## config.mk

```make
export PLATFORM = sky130hd
export DESIGN_NAME = sqrt_shared_arbiter
export DESIGN_NICKNAME = d
export VERILOG_FILES = /design/src/rtl/sqrt_shared_arbiter_pkg.sv /design/src/rtl/sqrt_fixedPoint.sv /design/src/rtl/sqrt_shared_arbiter.sv
export SDC_FILE = /design/constraint.sdc
export NUM_CORES = 1
export LEC_CHECK = 0
export BUFFER_PORTS_ARGS = -buffer_cell sky130_fd_sc_hd__buf_4
export CAP_MARGIN = 20
export CORE_UTILIZATION = 67
export DETAILED_ROUTE_END_ITERATION = 8
export HOLD_SLACK_MARGIN = 0.06
export PLACE_DENSITY = 0.86
export SYNTH_ARGS = -nofsm -noshare
export SYNTH_HDL_FRONTEND = slang
export SYNTH_HIERARCHICAL = 1
export SYNTH_SLANG_ARGS = --single-unit
```

## constraint.sdc

```tcl
create_clock -name clk -period 110.4 [get_ports clk]
set_clock_uncertainty 0.05 [all_clocks]
set_input_delay 5.52 -clock clk [delete_from_list [all_inputs] [get_ports clk]]
set_output_delay 5.52 -clock clk [all_outputs]
set_load 0.05 [all_outputs]
```

## src/rtl/sqrt_shared_arbiter_pkg.sv

```systemverilog
// Shared definitions for the round-robin front end of the shared square-root core.
package sqrt_shared_arbiter_pkg;

  localparam int SQRT_LATENCY_DEF = 3;
  localparam int MAX_REQ          = 8;

  function automatic int tag_width(input int n);
    return (n > 1) ? $clog2(n) : 1;
  endfunction

  // First set bit of cand at or after ptr, wrapping at n; returns ptr when cand is empty.
  function automatic logic [2:0] rr_pick(input logic [MAX_REQ-1:0] cand,
                                         input logic [2:0]         ptr,
                                         input int                 n);
    logic [2:0] pick;
    logic [3:0] idx;
    pick = ptr;
    for (int k = MAX_REQ - 1; k >= 0; k--) begin
      if (k < n) begin
        idx = {1'b0, ptr} + 4'(k);
        if (idx >= 4'(n)) idx = idx - 4'(n);
        if (cand[idx[2:0]]) pick = idx[2:0];
      end
    end
    return pick;
  endfunction

endpackage

```

## src/rtl/sqrt_fixedPoint.sv

```systemverilog
// Two-stage digit-by-digit fixed-point square root; the radical is left-padded to
// 2*outputWidth bits so the root keeps half the integer bits and the rest as fraction.
module sqrt_fixedPoint
  import sqrt_shared_arbiter_pkg::*;
#(
  parameter int inputWidth    = 24,
  parameter int inputDecWidth = 16,
  parameter int outputWidth   = 24
) (
  input  logic                   clk,
  input  logic                   aclr,
  input  logic                   ena,
  input  logic [inputWidth-1:0]  radical,
  output logic [outputWidth-1:0] q,
  output logic [outputWidth:0]   remainder,
  output logic                   outData_valid
);
  localparam int RW      = 2 * outputWidth;
  localparam int OUT_DEC = outputWidth - (inputWidth - inputDecWidth + 1) / 2;
  localparam int SHIFT   = 2 * OUT_DEC - inputDecWidth;
  localparam int SPLIT   = outputWidth / 2;
  localparam int LW      = 2 * SPLIT;
  localparam int REMW    = outputWidth + 2;

  typedef struct packed {
    logic [REMW-1:0]        rem;
    logic [outputWidth-1:0] root;
  } acc_t;

  function automatic acc_t sqrt_digit(input acc_t a, input logic [1:0] pair);
    acc_t            r;
    logic [REMW-1:0] trial;
    r.rem  = {a.rem[REMW-3:0], pair};
    trial  = {a.root, 2'b01};
    r.root = {a.root[outputWidth-2:0], 1'b0};
    if (r.rem >= trial) begin
      r.rem  = r.rem - trial;
      r.root = {a.root[outputWidth-2:0], 1'b1};
    end
    return r;
  endfunction

  acc_t                   acc_p1_d, acc_p1_q;
  logic [LW-1:0]          low_p1_d, low_p1_q;
  logic [outputWidth-1:0] root_p2_d, root_p2_q;
  logic [outputWidth:0]   rem_p2_d, rem_p2_q;
  logic                   vld_p1_d, vld_p1_q, vld_p2_d, vld_p2_q;

  // p1: upper root digits
  always_comb begin
    logic [RW-1:0] rad;
    acc_t          a;
    rad = RW'(radical) << SHIFT;
    a   = '0;
    for (int i = outputWidth - 1; i >= SPLIT; i--) a = sqrt_digit(a, rad[2*i +: 2]);
    acc_p1_d = a;
    low_p1_d = rad[LW-1:0];
    vld_p1_d = ena;
  end

  // p2: remaining digits from the carried low radicand bits
  always_comb begin
    acc_t a;
    a = acc_p1_q;
    for (int i = SPLIT - 1; i >= 0; i--) a = sqrt_digit(a, low_p1_q[2*i +: 2]);
    root_p2_d = a.root;
    rem_p2_d  = a.rem[outputWidth:0];
    vld_p2_d  = vld_p1_q;
  end

  always_ff @(posedge clk) begin
    if (aclr) begin
      vld_p1_q <= 1'b0;
      vld_p2_q <= 1'b0;
    end else begin
      vld_p1_q <= vld_p1_d;
      vld_p2_q <= vld_p2_d;
    end
  end

  always_ff @(posedge clk) begin
    if (ena) begin
      acc_p1_q  <= acc_p1_d;
      low_p1_q  <= low_p1_d;
      root_p2_q <= root_p2_d;
      rem_p2_q  <= rem_p2_d;
    end
  end

  assign q             = root_p2_q;
  assign remainder     = rem_p2_q;
  assign outData_valid = vld_p2_q;

endmodule

```

## src/rtl/sqrt_shared_arbiter.sv

```systemverilog
// Round-robin front end sharing one pipelined sqrt core among NUM_REQ requesters;
// a tag pipe running alongside the core routes each result back to its owner.
module sqrt_shared_arbiter
  import sqrt_shared_arbiter_pkg::*;
#(
  parameter int NUM_REQ       = 4,
  parameter int inputWidth    = 24,
  parameter int inputDecWidth = 16,
  parameter int outputWidth   = 24,
  parameter int SQRT_LATENCY  = SQRT_LATENCY_DEF
) (
  input  logic                                clk,
  input  logic                                reset_n,
  input  logic [NUM_REQ-1:0]                  req_enable,
  input  logic [NUM_REQ-1:0]                  in_valid,
  input  logic [NUM_REQ*inputWidth-1:0]       in_data,
  output logic [NUM_REQ-1:0]                  in_ready,
  output logic [NUM_REQ-1:0]                  out_valid,
  output logic [outputWidth-1:0]              out_q,
  output logic [outputWidth:0]                out_remainder,
  output logic [$clog2(NUM_REQ)-1:0]          out_tag,
  output logic [$clog2(SQRT_LATENCY+1)-1:0]   in_flight
);
  localparam int TW  = tag_width(NUM_REQ);
  localparam int IFW = $clog2(SQRT_LATENCY + 1);

  logic [MAX_REQ-1:0]      cand;
  logic [TW-1:0]           grant_idx;
  logic                    accept, result_vld;
  logic [TW-1:0]           rr_d, rr_q;
  logic [inputWidth-1:0]   launch_d, launch_q;
  logic [SQRT_LATENCY-1:0] tag_vld_d, tag_vld_q;
  logic [TW-1:0]           tag_idx_d [SQRT_LATENCY];
  logic [TW-1:0]           tag_idx_q [SQRT_LATENCY];
  logic [IFW-1:0]          in_flight_d, in_flight_q;
  logic                    core_vld_unused;

  // Grant is suppressed during reset so nothing is accepted into a pipe being flushed.
  always_comb begin
    cand                = '0;
    cand[NUM_REQ-1:0]   = in_valid & req_enable;
    grant_idx           = TW'(rr_pick(cand, 3'(rr_q), NUM_REQ));
    accept              = reset_n && (cand != '0);
    in_ready            = '0;
    if (accept) in_ready[grant_idx] = 1'b1;
  end

  always_comb begin
    rr_d     = rr_q;
    launch_d = launch_q;
    if (accept) begin
      rr_d     = (grant_idx == TW'(NUM_REQ - 1)) ? '0 : grant_idx + TW'(1);
      launch_d = in_data[grant_idx*inputWidth +: inputWidth];
    end
    tag_vld_d    = {tag_vld_q[SQRT_LATENCY-2:0], accept};
    tag_idx_d[0] = grant_idx;
    for (int s = 1; s < SQRT_LATENCY; s++) tag_idx_d[s] = tag_idx_q[s-1];
    result_vld  = tag_vld_q[SQRT_LATENCY-1];
    in_flight_d = in_flight_q + IFW'(accept) - IFW'(result_vld);
  end

  always_ff @(posedge clk) begin
    if (!reset_n) begin
      rr_q        <= '0;
      tag_vld_q   <= '0;
      in_flight_q <= '0;
      for (int s = 0; s < SQRT_LATENCY; s++) tag_idx_q[s] <= '0;
    end else begin
      rr_q        <= rr_d;
      tag_vld_q   <= tag_vld_d;
      in_flight_q <= in_flight_d;
      for (int s = 0; s < SQRT_LATENCY; s++) tag_idx_q[s] <= tag_idx_d[s];
    end
  end

  // p0: launch register feeding the core
  always_ff @(posedge clk) begin
    launch_q <= launch_d;
  end

  sqrt_fixedPoint #(
    .inputWidth   (inputWidth),
    .inputDecWidth(inputDecWidth),
    .outputWidth  (outputWidth)
  ) u_sqrt (
    .clk          (clk),
    .aclr         (~reset_n),
    .ena          (1'b1),
    .radical      (launch_q),
    .q            (out_q),
    .remainder    (out_remainder),
    .outData_valid(core_vld_unused)
  );

  // Only the tag pipe qualifies results; core warm-up output is never presented.
  always_comb begin
    out_valid = '0;
    out_tag   = '0;
    if (result_vld) begin
      out_valid[tag_idx_q[SQRT_LATENCY-1]] = 1'b1;
      out_tag                              = tag_idx_q[SQRT_LATENCY-1];
    end
  end

  assign in_flight = in_flight_q;

endmodule

```

==> metrics.txt, run 1 <==
outcome=finished clean; register area=0.00350 mm^2; worst hold margin=378 ps; Sum Neg Setup Slack=0 ps; Die Area=0.0413 mm^2; Fmax=18.4 MHz; Die Y=203 um; Clock Latency Late Sink=470 ps; row count=73; Mapped Area=0.0271 mm^2; largest net degree at the start of global routing=55; clk sink count=121; nets@finish=4225; Hold Crit Class=reg -> reg; worst path required time=110570 ps; IO Pins=167; starting density of the core=0.681; n_diodes=0; post-DP HPWL=67.4 mm; Starting DRT DRC Count=3128; final setup fails=0; cell count after synthesis=3624; clock slew at reported path FFs=70 ps; syn avg cell area=7.48 um^2; number of buffers added for setup after CTS=0; WL/cell=20.0 um; fraction of layout cells with a size suffix above 1=0.0990; crit-path max FO=41; Buffers on Ports=166; cts repair resizes=0; Most Frequent Cell on Critical Path=a21oi_1; antenna-violating nets left=0; commonest non-fill, non-tap cells in the layout=403 x a21oi_1, 312 x nor2_1, 303 x ha_1; clock tree buffer depth=2; Tmin final=54240 ps; vias in the first global route=26.6k; CTS Root Cell=clkbuf_16; GP Congestion=1.02; DRC Markers=0; most common cell after layout, fill and taps aside=a21oi_1; Routed WL=86.9 mm; final hold violation count=0; CP Launch Type=flip-flop; Vias=29.1k; TritonCTS buffer count=17; # hold bufs at CTS=0; max incr delay on CP=980 ps; critical path arrival=54410 ps; Max-Cap Viols=0; GRT Util Overall=0.407; crit share post-route=0.491; multi-input logic area=0.0227 mm^2; initial antenna violation count=0; htree depth=4; Die W=203 um; first-pass GRT wire length=135 mm; Core ar.=0.0398 mm^2; crit end category=flip-flop; Syn. warnings=6; fin. max-slew vios=0; max_slew headroom=0.287; P&R area growth vs syn=9.43%; RSZ-0062 raised after global routing=no; DR pass1 iterations=8; Via-to-Cell Ratio=6.69; GR Overflow Total=0; Worst Tran Pin Value=1070 ps; WS Path Type=reg -> reg; CTS tree=done; worst-path cell with the longest stage delay=inv_1; fillcell total=3232
## per-layer routing
metal  vias up  wire length [um]  track usage
met5         -                 0            0
met3       292              7800       0.0625
met1     13400             34700        0.501
met4         0              4170        0.199
met2      1553             40200        0.694
li1      13900                 -            -
## cell type report
type                            count  share of cell area
Timing Repair Buffer              190              0.0482
Inverter                          204              0.0258
Tap cell                          525              0.0221
Clock buffer                       18              0.0145
Clock inverter                     14             0.00569
Multi-Input combinational cell   3281               0.766
Sequential cell                   121               0.118
## worst max-delay path, delay by kind of cell, from the launching register on
kind / cells / cell delay (ps)
AO/OA/AOI/OAI: 166 / 30450
AND/OR/NAND/NOR: 37 / 8450
buffers and inverters: 29 / 7850
adder cells (fa/ha/maj): 22 / 6260
flip-flops: 1 / 380
multiplexers: 1 / 370
## sequential cells by signal, summed over array words and instances (netlist names)
register	flops
u_sqrt/remainder	24
u_sqrt/q	24
rr_q	2
tag_vld_q	3
u_sqrt/acc_p1_q	36
tag_idx_q	6
in_flight	2
launch_q	24
## path summary, 6_finish.rpt
path                                             end  cells past startpoint               start  slack [ps]
worst max register to register  u_sqrt/remainder[13]                    255  u_sqrt/acc_p1_q[0]       56160
worst max-delay path            u_sqrt/remainder[13]                    255  u_sqrt/acc_p1_q[0]       56160
worst min register to register       tag_idx_q[0][3]                      1     tag_idx_q[0][1]         380
worst min-delay path                 tag_idx_q[0][3]                      1     tag_idx_q[0][1]         380
## per-stage QoR
step,setup WS [ps],cells,util,cell area (um^2)
finish,56160,4353,0.745,29700
global route,51630,4353,0.745,29700
CTS,57420,4352,0.745,29700
detailed placement,57790,4320,0.730,29100
global placement,59740,4320,0.730,29100
floorplan,64720,3708,-,27400
Power of run 1 is left out: the tool's default activity adds up to more than one toggle a clock period on the data nets, which glitch-free logic cannot reach.
==> run 2: changes to the inputs <==
--- a/config.mk
+++ b/config.mk
@@ -7,10 +7,10 @@
 export LEC_CHECK = 0
 export BUFFER_PORTS_ARGS = -buffer_cell sky130_fd_sc_hd__buf_4
 export CAP_MARGIN = 20
-export CORE_UTILIZATION = 67
+export CORE_UTILIZATION = 58
 export DETAILED_ROUTE_END_ITERATION = 8
 export HOLD_SLACK_MARGIN = 0.06
-export PLACE_DENSITY = 0.86
+export PLACE_DENSITY = 0.79
 export SYNTH_ARGS = -nofsm -noshare
 export SYNTH_HDL_FRONTEND = slang
 export SYNTH_HIERARCHICAL = 1
==> constraint.sdc (replaced) <==
create_clock -name clk -period 49.1 [get_ports clk]
set_clock_uncertainty 0.05 [all_clocks]
set_input_delay 2.455 -clock clk [delete_from_list [all_inputs] [get_ports clk]]
set_output_delay 2.455 -clock clk [all_outputs]
set_load 0.05 [all_outputs]
==> run 2 against run 1 <==
Net effect: routed wire length shrank 0.17%; register-to-register slack lost 52000 ps; non-clock buffer count grew 39; critical path depth shrank 2; utilization shrank 8.4 points; setup slack lost 52000 ps; sequential share of layout area shrank 0.22 points; count of clock-buffer cells in the layout grew 5; highest routed layer unchanged.
==> metrics.txt, run 2 (same netlist as run 1, synthesis figures left out) <==
CTS tree=done (unchanged); GR Overflow Total=0 (unchanged); clock tree buffer depth=2 (unchanged); final setup fails=0 (unchanged); initial antenna violation count=0 (unchanged); first-pass GRT wire length=136 mm (was 135 mm); Tmin final=45110 ps (was 54240 ps); worst path required time=49290 ps (was 110570 ps); crit share post-route=0.919 (was 0.491); CTS Root Cell=clkbuf_16 (unchanged); vias in the first global route=26.2k (was 26.6k); Fmax=22.2 MHz (was 18.4 MHz); commonest non-fill, non-tap cells in the layout=394 x a21oi_1, 309 x nor2_1, 302 x ha_1 (was 403 x a21oi_1, 312 x nor2_1, 303 x ha_1); worst-path cell with the longest stage delay=or4_1 (was inv_1); Buffers on Ports=166 (unchanged); Largest register FFs=36 (unchanged); fin. max-slew vios=0 (unchanged); R2R Setup Slk=3990 ps (was 56160 ps); Max-Cap Viols=0 (unchanged); largest net degree at the start of global routing=55 (unchanged); Core ar.=0.0458 mm^2 (was 0.0398 mm^2); outcome=finished clean (unchanged); Die W=218 um (was 203 um); Worst Tran Pin Value=1090 ps (was 1070 ps); P&R area growth vs syn=11.5% (was 9.43%); max_slew headroom=0.264 (was 0.287); nets@finish=4268 (was 4225); clock slew at reported path FFs=60 ps (was 70 ps); CP Launch Type=flip-flop (unchanged); Hold Crit Class=reg -> reg (unchanged); Die Area=0.0476 mm^2 (was 0.0413 mm^2); row count=78 (was 73); TritonCTS buffer count=17 (unchanged); clk sink count=121 (unchanged); IO Pins=167 (unchanged); Routed WL=86.7 mm (was 86.9 mm); Most Frequent Cell on Critical Path=a21oi_1 (unchanged); final hold violation count=0 (unchanged); # hold bufs at CTS=0 (unchanged); GRT Util Overall=0.356 (was 0.407); crit-path max FO=32 (was 41); fraction of layout cells with a size suffix above 1=0.116 (was 0.0990); Via-to-Cell Ratio=6.48 (was 6.69); antenna-violating nets left=0 (unchanged); htree depth=4 (unchanged); WL/cell=19.4 um (was 20.0 um); post-DP HPWL=67.2 mm (was 67.4 mm); starting density of the core=0.592 (was 0.681); DR pass1 iterations=5 (was 8); fillcell total=4089 (was 3232); WS Path Type=reg -> reg (unchanged); critical path arrival=45300 ps (was 54410 ps); crit end category=flip-flop (unchanged); most common cell after layout, fill and taps aside=a21oi_1 (unchanged); n_diodes=0 (unchanged); Vias=29.0k (was 29.1k); max incr delay on CP=480 ps (was 980 ps); Clock Latency Late Sink=490 ps (was 470 ps); worst hold margin=387 ps (was 378 ps); Starting DRT DRC Count=2442 (was 3128); Largest Register=u_sqrt/acc_p1_q (unchanged); GP Congestion=1.03 (was 1.02); DRC Markers=0 (unchanged); Die Y=218 um (was 203 um)
[run 2: changes by cell type in the layout (fill, tap and decap cells not counted), moves of 3 or more]
cell,previous run,this run
o21ai_0,196,193
buf_4,189,226
a21oi_2,5,14
nor2_1,312,309
clkbuf_16,17,20
inv_4,0,5
inv_1,197,192
o21ai_1,22,25
bufinv_16,3,0
a21oi_1,403,394
[run 2: what timing repair did]
item                                   4_1_cts  5_1_grt
setup endpoints to repair                    0       25
resized for setup                            0       33
buffers inserted                             0       27
endpoints found under the hold margin        0        0
[run 2: routing by layer]
metal  track usage  vias up  wire length [um]
li1              -    14000                 -
met1         0.440    13400             36100
met2         0.601     1317             40000
met3        0.0561      282              6380
met4         0.170        0              4220
met5             0        -                 0
[run 2: worst max-delay path, delay by kind of cell, from the launching register on]
kind	cells	cell delay (ps)
buffers and inverters	27	3670
DFF	1	420
AOI/OAI and AO/OA	164	28550
and+or+nand+nor	41	6810
muxes	1	330
adders and majority gates	20	5000
[run 2: metrics by stage]
stage / instance area [um^2] / TNS, ps / cells / worst slack, ps / util
after floorplan: 27400 / 0 / 3708 / 3420 / -
after global placement: 29200 / 0 / 4407 / 2410 / 0.639
after detailed placement: 29200 / 0 / 4407 / 871 / 0.639
after CTS: 29800 / 0 / 4439 / 588 / 0.652
after global routing: 30200 / -487 / 4471 / -73.2 / 0.661
final: 30200 / 0 / 4471 / 3990 / 0.661
[run 2: final cells by class]
| cell class | instances | area [um^2] | area share |
|---|---|---|---|
| Tap cell | 600 | 751 | 0.0248 |
| Sequential cell | 121 | 3500 | 0.116 |
| Inverter | 204 | 785 | 0.0259 |
| Clock inverter | 9 | 66.3 | 0.00219 |
| Timing Repair Buffer | 229 | 1760 | 0.0581 |
| Clock buffer | 23 | 532 | 0.0176 |
| Multi-Input combinational cell | 3285 | 22800 | 0.756 |
[run 2: path summary, 6_finish.rpt]
check,end,cells past startpoint,from
hold reg to reg,tag_idx_q[0][4],1,tag_idx_q[0][2]
hold / removal,tag_idx_q[0][4],1,tag_idx_q[0][2]
setup reg to reg,u_sqrt/remainder[7],253,u_sqrt/acc_p1_q[6]
setup / recovery,u_sqrt/remainder[7],253,u_sqrt/acc_p1_q[6]
Power of run 2 is left out for the same reason.
